**src/rtl/regex_pkg.sv**
```systemverilog
// Shared constants and the per-position hit predicate for the window matcher.
package regex_pkg;
  localparam int MAX_DEPTH = 64;

  // Wildcard positions always hit; cared positions hit only on an equal character.
  function automatic logic hit(input logic care, input logic val, input logic c);
    return !care | (val == c);
  endfunction
endpackage

```
**src/rtl/regex_pos_cell.sv**
```systemverilog
// One pattern position: holds "positions 0..k matched" and computes its next value.
module regex_pos_cell
  import regex_pkg::*;
(
  input  logic clk,
  input  logic reset,
  input  logic i_flush,
  input  logic i_adv,
  input  logic i_prev,
  input  logic i_care,
  input  logic i_val,
  input  logic i_c,
  output logic o_s,
  output logic o_nxt
);
  logic r_s;

  assign o_nxt = i_prev & hit(i_care, i_val, i_c);
  assign o_s   = r_s;

  always_ff @(posedge clk or posedge reset) begin
    if (reset)        r_s <= 1'b0;
    else if (i_flush) r_s <= 1'b0;
    else if (i_adv)   r_s <= o_nxt;
  end
endmodule

```
**src/rtl/regex_window_matcher.sv**
```systemverilog
// Streaming matcher for a fixed-length binary pattern with per-position wildcards.
module regex_window_matcher
  import regex_pkg::*;
#(
  parameter int               DEPTH      = 21,
  parameter int               CNT_W      = 16,
  parameter logic [DEPTH-1:0] RST_CARE   = DEPTH'(1),
  parameter logic [DEPTH-1:0] RST_VAL    = DEPTH'(1),
  parameter logic             RST_ANCHOR = 1'b0
) (
  input  logic             clk,
  input  logic             reset,
  input  logic             cfg_we,
  input  logic [DEPTH-1:0] cfg_care,
  input  logic [DEPTH-1:0] cfg_val,
  input  logic             cfg_anchor,
  input  logic             clear,
  input  logic             i_c_valid,
  input  logic             i_c,
  output logic             match,
  output logic [CNT_W-1:0] match_cnt,
  output logic [CNT_W-1:0] last_match_pos
);
  logic [DEPTH-1:0] r_care, r_val;
  logic             r_anchor;
  logic [CNT_W-1:0] r_pos, r_cnt, r_last;
  logic             r_match;

  logic [DEPTH-1:0] w_s, w_nxt;
  logic             w_flush, w_adv, w_start, w_done;

  // Config writes and clears both restart the stream and swallow any concurrent character.
  assign w_flush = cfg_we | clear;
  assign w_adv   = i_c_valid & ~w_flush;
  assign w_start = ~r_anchor | (r_pos == '0);
  assign w_done  = w_adv & w_nxt[DEPTH-1];

  for (genvar k = 0; k < DEPTH; k++) begin : g_cell
    logic w_prev;
    if (k == 0) begin : g_first
      assign w_prev = w_start;
    end else begin : g_chain
      assign w_prev = w_s[k-1];
    end

    regex_pos_cell u_cell (
      .clk     (clk),
      .reset   (reset),
      .i_flush (w_flush),
      .i_adv   (w_adv),
      .i_prev  (w_prev),
      .i_care  (r_care[k]),
      .i_val   (r_val[k]),
      .i_c     (i_c),
      .o_s     (w_s[k]),
      .o_nxt   (w_nxt[k])
    );
  end

  always_ff @(posedge clk or posedge reset) begin
    if (reset) begin
      r_care   <= RST_CARE;
      r_val    <= RST_VAL;
      r_anchor <= RST_ANCHOR;
    end else if (cfg_we) begin
      r_care   <= cfg_care;
      r_val    <= cfg_val;
      r_anchor <= cfg_anchor;
    end
  end

  always_ff @(posedge clk or posedge reset) begin
    if (reset) begin
      r_pos   <= '0;
      r_cnt   <= '0;
      r_last  <= '0;
      r_match <= 1'b0;
    end else if (w_flush) begin
      r_pos   <= '0;
      r_cnt   <= '0;
      r_last  <= '0;
      r_match <= 1'b0;
    end else begin
      r_match <= w_done;
      // A saturated position never reads as zero, so an anchored stream cannot restart.
      if (w_adv && r_pos != '1) r_pos <= r_pos + CNT_W'(1);
      if (w_done) begin
        r_last <= r_pos;
        if (r_cnt != '1) r_cnt <= r_cnt + CNT_W'(1);
      end
    end
  end

  assign match          = r_match;
  assign match_cnt      = r_cnt;
  assign last_match_pos = r_last;
endmodule
```
**config.mk**
```make
export PLATFORM = sky130hd
export DESIGN_NAME = regex_window_matcher
export DESIGN_NICKNAME = d
export VERILOG_FILES = /design/src/rtl/regex_pkg.sv /design/src/rtl/regex_pos_cell.sv /design/src/rtl/regex_window_matcher.sv
export SDC_FILE = /design/constraint.sdc
export NUM_CORES = 1
export LEC_CHECK = 0
export ABC_CLOCK_PERIOD_IN_PS = 4000
export CELL_PAD_IN_SITES_DETAIL_PLACEMENT = 1
export CELL_PAD_IN_SITES_GLOBAL_PLACEMENT = 2
export CORE_ASPECT_RATIO = 1.75
export CORE_MARGIN = 4
export CORE_UTILIZATION = 34
export CTS_CLUSTER_SIZE = 8
export DETAILED_ROUTE_END_ITERATION = 8
export HOLD_SLACK_MARGIN = 0.12
export PLACE_DENSITY_LB_ADDON = 0.1
export SYNTH_ARGS = -nofsm -noshare
export SYNTH_HDL_FRONTEND = slang
export SYNTH_SLANG_ARGS = --single-unit
export TNS_END_PERCENT = 10
```
**constraint.sdc**
```tcl
create_clock -name clk -period 4 [get_ports clk]
set_input_delay 0.8 -clock clk [delete_from_list [all_inputs] [get_ports clk]]
set_output_delay 0.8 -clock clk [all_outputs]
set_load 0.01 [all_outputs]
```
==> metrics.csv <==
stage;metric;value;unit
grt;grt_pass1_vias;4366;
logic_synthesis;synthCells;505;
logic_synthesis;synthDistinctLibCells;44;
detailed_routing;num_vias;4091;
sta;setup_viol;0;
layout;antenna_cells;0;
clocking;cts.reportedPaths.clkPinSlew;0.08;ns
sta;whs;0.510;ns
setup_path;path_cells;clkdlybuf4s50_1, xor2_2, a21o_1, buf_4, or4_1, a21oi_1;
pwr;power_switching;0.565;mW
layout;drive_gt1_frac;0.138;
logic_synthesis;syn_avg_cell_area;10.4;um2
grt;grt_max_degree;65;
detailed_routing;post-route-drc-count;0;
setup_path;cp-end-kind;flip-flop;
pwr;finalPower;2.28;mW
sta;fmax;403;MHz
clocking;clock-sinks;112;
sta;hold_viol_final;0;
sta;finalCritPeriodShare;0.621;
grt;track_usage;0.157;
sta;maxSlewViolCount;0;
clocking;htree_levels;3;
sta;rsz0062_at_grt;false;
grt;grt_pass1_wl;22200;um
pwr;vdd_drop_max;0.000180;V
status;status;finished, final reports clean;
sta;min_period;2.48;ns
pwr;powerDensity;350;nW/um2
detailed_routing;ant_nets;0;
pwr;p_seq_frac;0.530;
die;initial_utilization;0.349;
setup_path;worstPathMaxFanout;19;
logic_synthesis;synth_area;5260;um2
die;dieArea;17600;um2
logic_synthesis;synth-seq-cells;112;
place;portBuffers;81;
die;die_x;102;um
setup_path;slowest_stage;or4_1;
pwr;power.share.switching;0.248;
layout;syn_to_final_growth;23.7;%
layout;finalNetCount;626;
setup_path;worstSetupPathType;input port to flip-flop;
place;dp.cells;746;
detailed_routing;drt-total-wl;13100;um
clocking;clk_root_buffer_cell;clkbuf_16;
detailed_routing;first_iter_violations;75;
clocking;cts_tree;built;
grt;grt_remaining_overflow;0;
detailed_routing;wl_per_cell;17.2;um
die;num_rows;59;
detailed_routing;firstDrtPassIters;4;
setup_path;worst-endpoint-arrival;2.74;ns
sta;worstMarginPinSlew;0.879;ns
layout;final_common_cell;dfrtp_1;
die;fp.dieH;173;um
logic_synthesis;yosysSeqAreaShare;0.533;
place;dp_hpwl;9390;um
clocking;hold_buffers;0;
clocking;cts_resized;0;
run;maxCapViolCount;0;
clocking;cts_buffers;9;
hold_path;hp-class;flip-flop to flip-flop;
clocking;post_cts_buffers;0;
logic_synthesis;synth_edf_count;0;
logic_synthesis;ys.flop_type;dfrtp_1;
layout;fin_cells;762;
setup_path;startpoint_type;input port;
grt;antenna_found_initial;0;
sta;max-slew-margin-rel;0.414;
detailed_routing;viasPerCell;5.37;
logic_synthesis;synth_nets;557;
layout;final_cell_mix;dfrtp_1 (110), clkdlybuf4s50_1 (80), a21oi_1 (57);
pwr;power.share.clock;0.386;
sta;clock_skew;0.0103;ns
pwr;p_leak;2.48;nW
sta;setup_tns;0;ns
setup_path;critPathMaxStageDelay;0.51;ns
layout;final_util;0.432;
pwr;power.internal;1.71;mW
logic_synthesis;yosysWarnings;0;
clocking;clock_latency;0.35;ns
setup_path;crit_required;4.26;ns
place;gp_congestion;0.845;
logic_synthesis;synth-async-reset-ratio;1.00;
pwr;pwr-share-comb;0.084;
die;pin_count;82;
clocking;clock_path_buffers;2;
die;coreArea;15100;um2
-- cells by family (layout without fill, tap and decap cells) --
logic type	after synthesis	count (layout)	synth area share
AND/OR/NAND/NOR	144	144	0.136
AO/OA/AOI/OAI	117	117	0.137
flip-flops	112	112	0.533
buffers and inverters	57	131	0.0447
multiplexers	45	45	0.0961
XOR/XNOR	27	27	0.0464
adder cells (fa/ha/maj)	3	3	0.00714
-- registers in the layout, indices dropped and copies added, names as in the netlist --
name,count
match_cnt,16
r_pos,16
r_anchor,1
g_cell.u_cell.o_s,20
r_val,21
r_care,21
match,1
last_match_pos,16
-- path summary, 6_finish.rpt --
kind,from,endpoint,slack [ns],depth (start not counted)
hold reg to reg,r_care[5],r_care[5],0.51,1
min in group asynchronous,reset,r_val[20],0.94,2
max in group asynchronous,reset,last_match_pos[1],2.17,3
hold / removal,r_care[5],r_care[5],0.51,1
setup reg to reg,match_cnt[0],match_cnt[2],1.77,5
setup / recovery,i_c,match_cnt[8],1.52,6
-- cell type report --
cell class                 count  area [um2]
fill                        1707        8550
sequential                   112        2810
multi-input combinational    336        2220
timing repair buffer          91         881
clock buffer                  10         229
tap                          183         229
inverter                      24        92.6
clock inverter                 6        51.3
-- power groups by stage --
stage	registers, mW	logic, mW	clock network [mW]
final	1.21	0.191	0.881
after CTS	1.21	0.199	0.916
after floorplan	1.22	0.120	0
after global routing	1.21	0.215	0.960
after global placement	1.23	0.193	0
after detailed placement	1.23	0.198	0
-- cell usage after synthesis, types with 3 or more instances --
library cell | number | area (um2)
or4_1 | 9 | 67.6
clkbuf_1 | 13 | 48.8
a311oi_1 | 3 | 26.3
nand2_1 | 52 | 195
xnor2_1 | 6 | 52.6
nand4_1 | 14 | 87.6
a21oi_1 | 57 | 285
buf_1 | 8 | 30.0
inv_1 | 23 | 86.3
nor4_1 | 8 | 50.1
nor2_1 | 25 | 93.8
ha_1 | 3 | 37.5
mux2_2 | 44 | 495
o21ai_0 | 10 | 50.1
o31ai_1 | 6 | 45.0
a31oi_1 | 10 | 62.6
buf_2 | 9 | 45.0
and4_1 | 6 | 52.6
dfrtp_1 | 110 | 2750
or3_1 | 3 | 18.8
nor3_1 | 4 | 20.0
xor2_1 | 20 | 175
a211oi_1 | 22 | 165
nand3_1 | 15 | 75.1
-- metal layers --
metal,share of wire,up-vias,wire [um],GRT usage
met5,0,-,0,0
met4,0.018,0,230,0.0493
met3,0.028,13,363,0.0203
met2,0.55,70,7170,0.274
met1,0.41,2064,5360,0.196
li1,-,1944,-,-
-- per-stage QoR --
| step | setup WS (ns) | cell area (um2) |
|---|---|---|
| 2_1_floorplan | 0.244 | 5260 |
| 3_3_place_gp | 1.17 | 6230 |
| 3_5_place_dp | 1.15 | 6230 |
| 4_1_cts | 1.51 | 6510 |
| 5_1_grt | 1.45 | 6510 |
| 6_report | 1.52 | 6510 |
-- critical path: cells and delay by family --
| kind | cells | cell delay [ns] |
|---|---|---|
| buf+inv | 2 | 0.71 |
| simple gates | 1 | 0.51 |
| compound gates | 2 | 0.47 |
| xor+xnor | 1 | 0.25 |
Note: power is estimated with default switching activity, not from simulation.
==> variant 1, RTL diff (same flow settings) <==
Register the input `cfg_care` before use, cleared by the reset. The logic sees it one clock later. The other inputs are not delayed to match.
--- a/src/rtl/regex_window_matcher.sv
+++ b/src/rtl/regex_window_matcher.sv
@@ -21,6 +21,17 @@
   output logic [CNT_W-1:0] match_cnt,
   output logic [CNT_W-1:0] last_match_pos
 );
+
+  logic [DEPTH-1:0] cfg_care_q;
+
+  always_ff @(posedge clk or posedge reset) begin
+    if (reset) begin
+      cfg_care_q <= '0;
+    end else begin
+      cfg_care_q <= cfg_care;
+    end
+  end
+
   logic [DEPTH-1:0] r_care, r_val;
   logic             r_anchor;
   logic [CNT_W-1:0] r_pos, r_cnt, r_last;
@@ -63,7 +74,7 @@
       r_val    <= RST_VAL;
       r_anchor <= RST_ANCHOR;
     end else if (cfg_we) begin
-      r_care   <= cfg_care;
+      r_care   <= cfg_care_q;
       r_val    <= cfg_val;
       r_anchor <= cfg_anchor;
     end
Function: same outputs for any inputs over 10 cycles, from zero or initial values and one cycle with reset high; that may be too few to reach the edited logic, so the function may still have changed.
==> variant 1 against the unedited design <==
Cell area up 14%; worst hold slack got worse by 0.032 ns; clock skew grew 0.0036 ns; area after synthesis is 9.9% higher; sequential cell count increased by 21; largest cell class unchanged; power grew 35%; cell count up 11%; worst setup slack gained 0.028 ns; wire length rose by 7.6%; non-clock buffer count up 2.
==> variant 1: results (changes against the unedited design) <==
- Status: finished, final reports clean
- Nets: 659 (+5.3%)
- Worst setup endpoint: r_pos[15]
- Maximum vdd drop: 0.000258 V (+43%)
- Place WS: 1.11 ns (-0.0421 ns)
- Cts bufs inserted: 17 (+8)
- Global Route Usage Sum: 0.156 (-0.000366)
- Xor/xnor cell area share of the yosys netlist: 0.0318 (-0.0146)
- Worst setup path startpoint: i_c_valid
- RD Place Congestion: 0.792 (-6.2%)
- Clock latency on the worst-skew pair: 0.41 ns (+0.06 ns)
- Largest stage delay, worst path: 0.72 ns (+0.21 ns)
- Vias post-DR: 4346 (+6.2%)
- Reg2reg setup slack: 1.92 ns (+0.15 ns)
- Adder-cell share of the synthesized area: 0.00649 (-0.000643)
- H-tree Lvls: 4 (+1)
- Slowest cell on crit path: clkdlybuf4s50_1
- Worst setup margin: 1.54 ns (+0.0280 ns)
- Synth cell types: 43 (-2.3%)
- Worst reg2reg path depth: 6 (+1)
- Post-synthesis mux area share: 0.0907 (-0.00541)
- Final HPWL DP: 9.83 mm (+4.6%)
- Sequential area share after synthesis: 0.576 (+0.0429)
- First-iteration detailed-routing DRC count: 91 (+21%)
- Number of global-route vias before repair: 4924 (+13%)
- Crit path max-delay family: simple AND/OR/NAND/NOR gates
- Layout cell share with drive strength beyond 1: 0.152 (+0.0134)
- Relative slew slack: 0.303 (-0.112)
- Fill cells: 1809 (+6.0%)
## variant 1: cell count changes after synthesis, moves of 4 or more
cell / before / now
or4_1: 9 / 13
a31oi_1: 10 / 1
dfrtp_1: 110 / 131
a211oi_1: 22 / 18
clkbuf_1: 13 / 20
or3_1: 3 / 11
o31ai_1: 6 / 11
xnor2_1: 6 / 0
## variant 1: routing by layer
layer  vias to the layer above  GRT usage  part of all wire
li1                       2039          -                 -
met1                      2204      0.174              0.40
met2                        77      0.288              0.55
met3                        26     0.0337             0.030
met4                         0     0.0563             0.021
met5                         -          0                 0
## variant 1: how the worst min path moves through the flow
stage / start / to / slack, ns / cells after the start
after floorplan: cfg_care_q[18] / r_care[18] / 0.45 / 1
after global placement: cfg_care_q[0] / r_care[0] / 0.46 / 1
after detailed placement: cfg_care_q[8] / r_care[8] / 0.47 / 1
after CTS: cfg_care_q[8] / r_care[8] / 0.48 / 1
after global routing: cfg_care_q[0] / r_care[0] / 0.49 / 1
final: cfg_care_q[8] / r_care[8] / 0.48 / 1
## variant 1: final cells by class
type                            count  share of cell area
Clock inverter                     12              0.0135
Inverter                           25              0.0132
Sequential cell                   133               0.450
Tap cell                          224              0.0378
Clock buffer                       20              0.0603
Timing Repair Buffer               93               0.124
Multi-Input combinational cell    337               0.301
## variant 1: cells by family (layout without fill, tap and decap cells)
family	count (synthesis)	after routing
DFF	133	133
and+or+nand+nor	155	155
buffers and inverters	56	150
AOI/OAI and AO/OA	111	111
adders and majority gates	3	3
muxes	47	47
xor gates and xnor gates	21	21
## variant 1: through the flow
step	std cells	utilization	cell area (sq um)	total power, mW
after floorplan	526	-	5780	1.57
after global placement	811	0.415	6850	1.66
after detailed placement	811	0.415	6850	1.67
after CTS	843	0.448	7400	3.13
after global routing	844	0.448	7410	3.21
final	844	0.448	7410	3.07
## variant 1: worst reg2reg max path, delay by kind of cell (launching register included)
family / cells / cell delay, ns
AND/OR/NAND/NOR: 3 / 0.83
flip-flops: 1 / 0.42
adder cells (fa/ha/maj): 1 / 0.28
buffers and inverters: 1 / 0.27
multiplexers: 1 / 0.15
## variant 1: where the power goes
group	leakage (nW)	internal, mW	switching (mW)
logic	0.896	0.104	0.0938
clock network	0.260	0.821	0.620
registers	1.71	1.40	0.0316
==> variant 2, RTL diff (config.mk and constraints unchanged) <==
Made on the original files. The parameter `RST_ANCHOR` goes from 1'b0 to 1'b1.
--- a/src/rtl/regex_window_matcher.sv
+++ b/src/rtl/regex_window_matcher.sv
@@ -6,7 +6,7 @@
   parameter int               CNT_W      = 16,
   parameter logic [DEPTH-1:0] RST_CARE   = DEPTH'(1),
   parameter logic [DEPTH-1:0] RST_VAL    = DEPTH'(1),
-  parameter logic             RST_ANCHOR = 1'b0
+  parameter logic             RST_ANCHOR = 1'b1
 ) (
   input  logic             clk,
   input  logic             reset,
Formal check against the unedited RTL: same outputs for any inputs over 10 cycles, from zero or initial values and one cycle with reset high; that may be too few to reach the edited logic, so the function may still have changed.
==> variant 2 against the unedited design <==
Area after synthesis hardly changed; power is 0.54% lower; cell area hardly changed; wire length is 1.4% higher; sequential cell count stayed put; first-iteration DRC count is 6.7% higher; worst setup slack worse by 0.12 ns; sequential share of layout area hardly changed; critical path depth is 1 lower; via count is 0.66% lower; fmax is 4.5% lower.
==> variant 2: results (changes against the unedited design) <==
- Wirelength per Cell: 17.5 um (+1.5%)
- Status: finished, final reports clean
- End of the worst hold path: r_care[1]
- Largest net degree at the start of global routing: 66 (+1.5%)
- Power Density: 348 nW/um^2 (-0.64%)
- Adder-cell share of the synthesized area: 0.00714 (about the same)
- CP arrival: 2.88 ns (+0.14 ns)
- Dpl cells: 745 (-0.13%)
- First-iteration detailed-routing DRC count: 80 (+6.7%)
- DP Area: 6230 sq um (+0.10%)
- Grt met1 use: 0.189 (-0.00614)
- Maximum vdd drop: 0.000226 V (+25%)
- Top post-synthesis cells by count: 109 x dfrtp_1, 57 x a21oi_1, 52 x nand2_1
- Synth Area per Inst: 10.4 sq um (about the same)
- RR Endpoint: match_cnt[6]
- CP max FO: 15 (-4)
- Worst Clk Skew: 0.00928 ns (-0.00103 ns)
- Worst setup endpoint: match_cnt[9]
- P_leak: 2.48 nW (about the same)
- Synth area leaders: dfrtp_1 52%, mux2_2 9.4%, a21oi_1 5.4%, nand2_1 3.7%, xor2_1 3.3%
- Fill cells: 1711 (+0.23%)
- First-pass GRT wire length: 22.3 mm (+0.56%)
- M2 GR Usage: 0.281 (+0.00706)
- Fin cells: 761 (-0.13%)
- # resized after CTS: 0 (unchanged)
- Worst setup margin: 1.40 ns (-0.118 ns)
- Compound-cell area share of the yosys netlist: 0.137 (about the same)
- Async SR Flop Fraction: 1.00 (unchanged)
- Sequential area share after synthesis: 0.534 (about the same)
- DR vias/cell: 5.34 (-0.53%)
- Xor/xnor cell area share of the yosys netlist: 0.0464 (about the same)
- Number of global-route vias before repair: 4411 (+1.0%)
- Nets: 625 (-0.16%)
- Final HPWL DP: 9.56 mm (+1.7%)
- Reg2reg setup slack: 1.74 ns (-0.03 ns)
- Place WS: 1.04 ns (-0.103 ns)
- Least-Margin Pin Slew: 0.950 ns (+0.0717 ns)
- Layout cell share with drive strength beyond 1: 0.138 (+0.000239)
- Hold_ws: 0.513 ns (+0.00273 ns)
- Post-synthesis mux area share: 0.0961 (about the same)
-- variant 2: cell types whose count changed in the layout (fill, tap and decap cells not counted) --
cell      unedited run  this run
buf_12               0         1
inv_6                3         2
dfrtp_1            110       109
buf_4               10         8
dfstp_2              2         3
clkinv_4             1         2
-- variant 2: routing by layer --
layer  up-vias  wire (um)
li1       1942          -
met1      2051       5400
met2        60       7290
met3        11        419
met4         0        192
met5         -          0
-- variant 2: cell type report --
type,instances,area share
timing repair buffer,90,0.136
sequential,112,0.431
tap,183,0.0352
clock inverter,6,0.00788
clock buffer,10,0.0352
inverter,24,0.0142
multi-input combinational,336,0.341
-- variant 2: report_power, final --
part           switching [mW]  total, mW  internal (mW)
logic                  0.0920      0.194          0.102
clock network           0.431      0.865          0.434
registers              0.0297       1.21           1.18
total                   0.553       2.27           1.71
-- variant 2: critical path, cell delays in order --
cell and delay (ns):
clkdlybuf4s50_1 0.82, nand4_1 0.15, a211oi_1 0.64, mux2_2 0.41, nand2_1 0.06
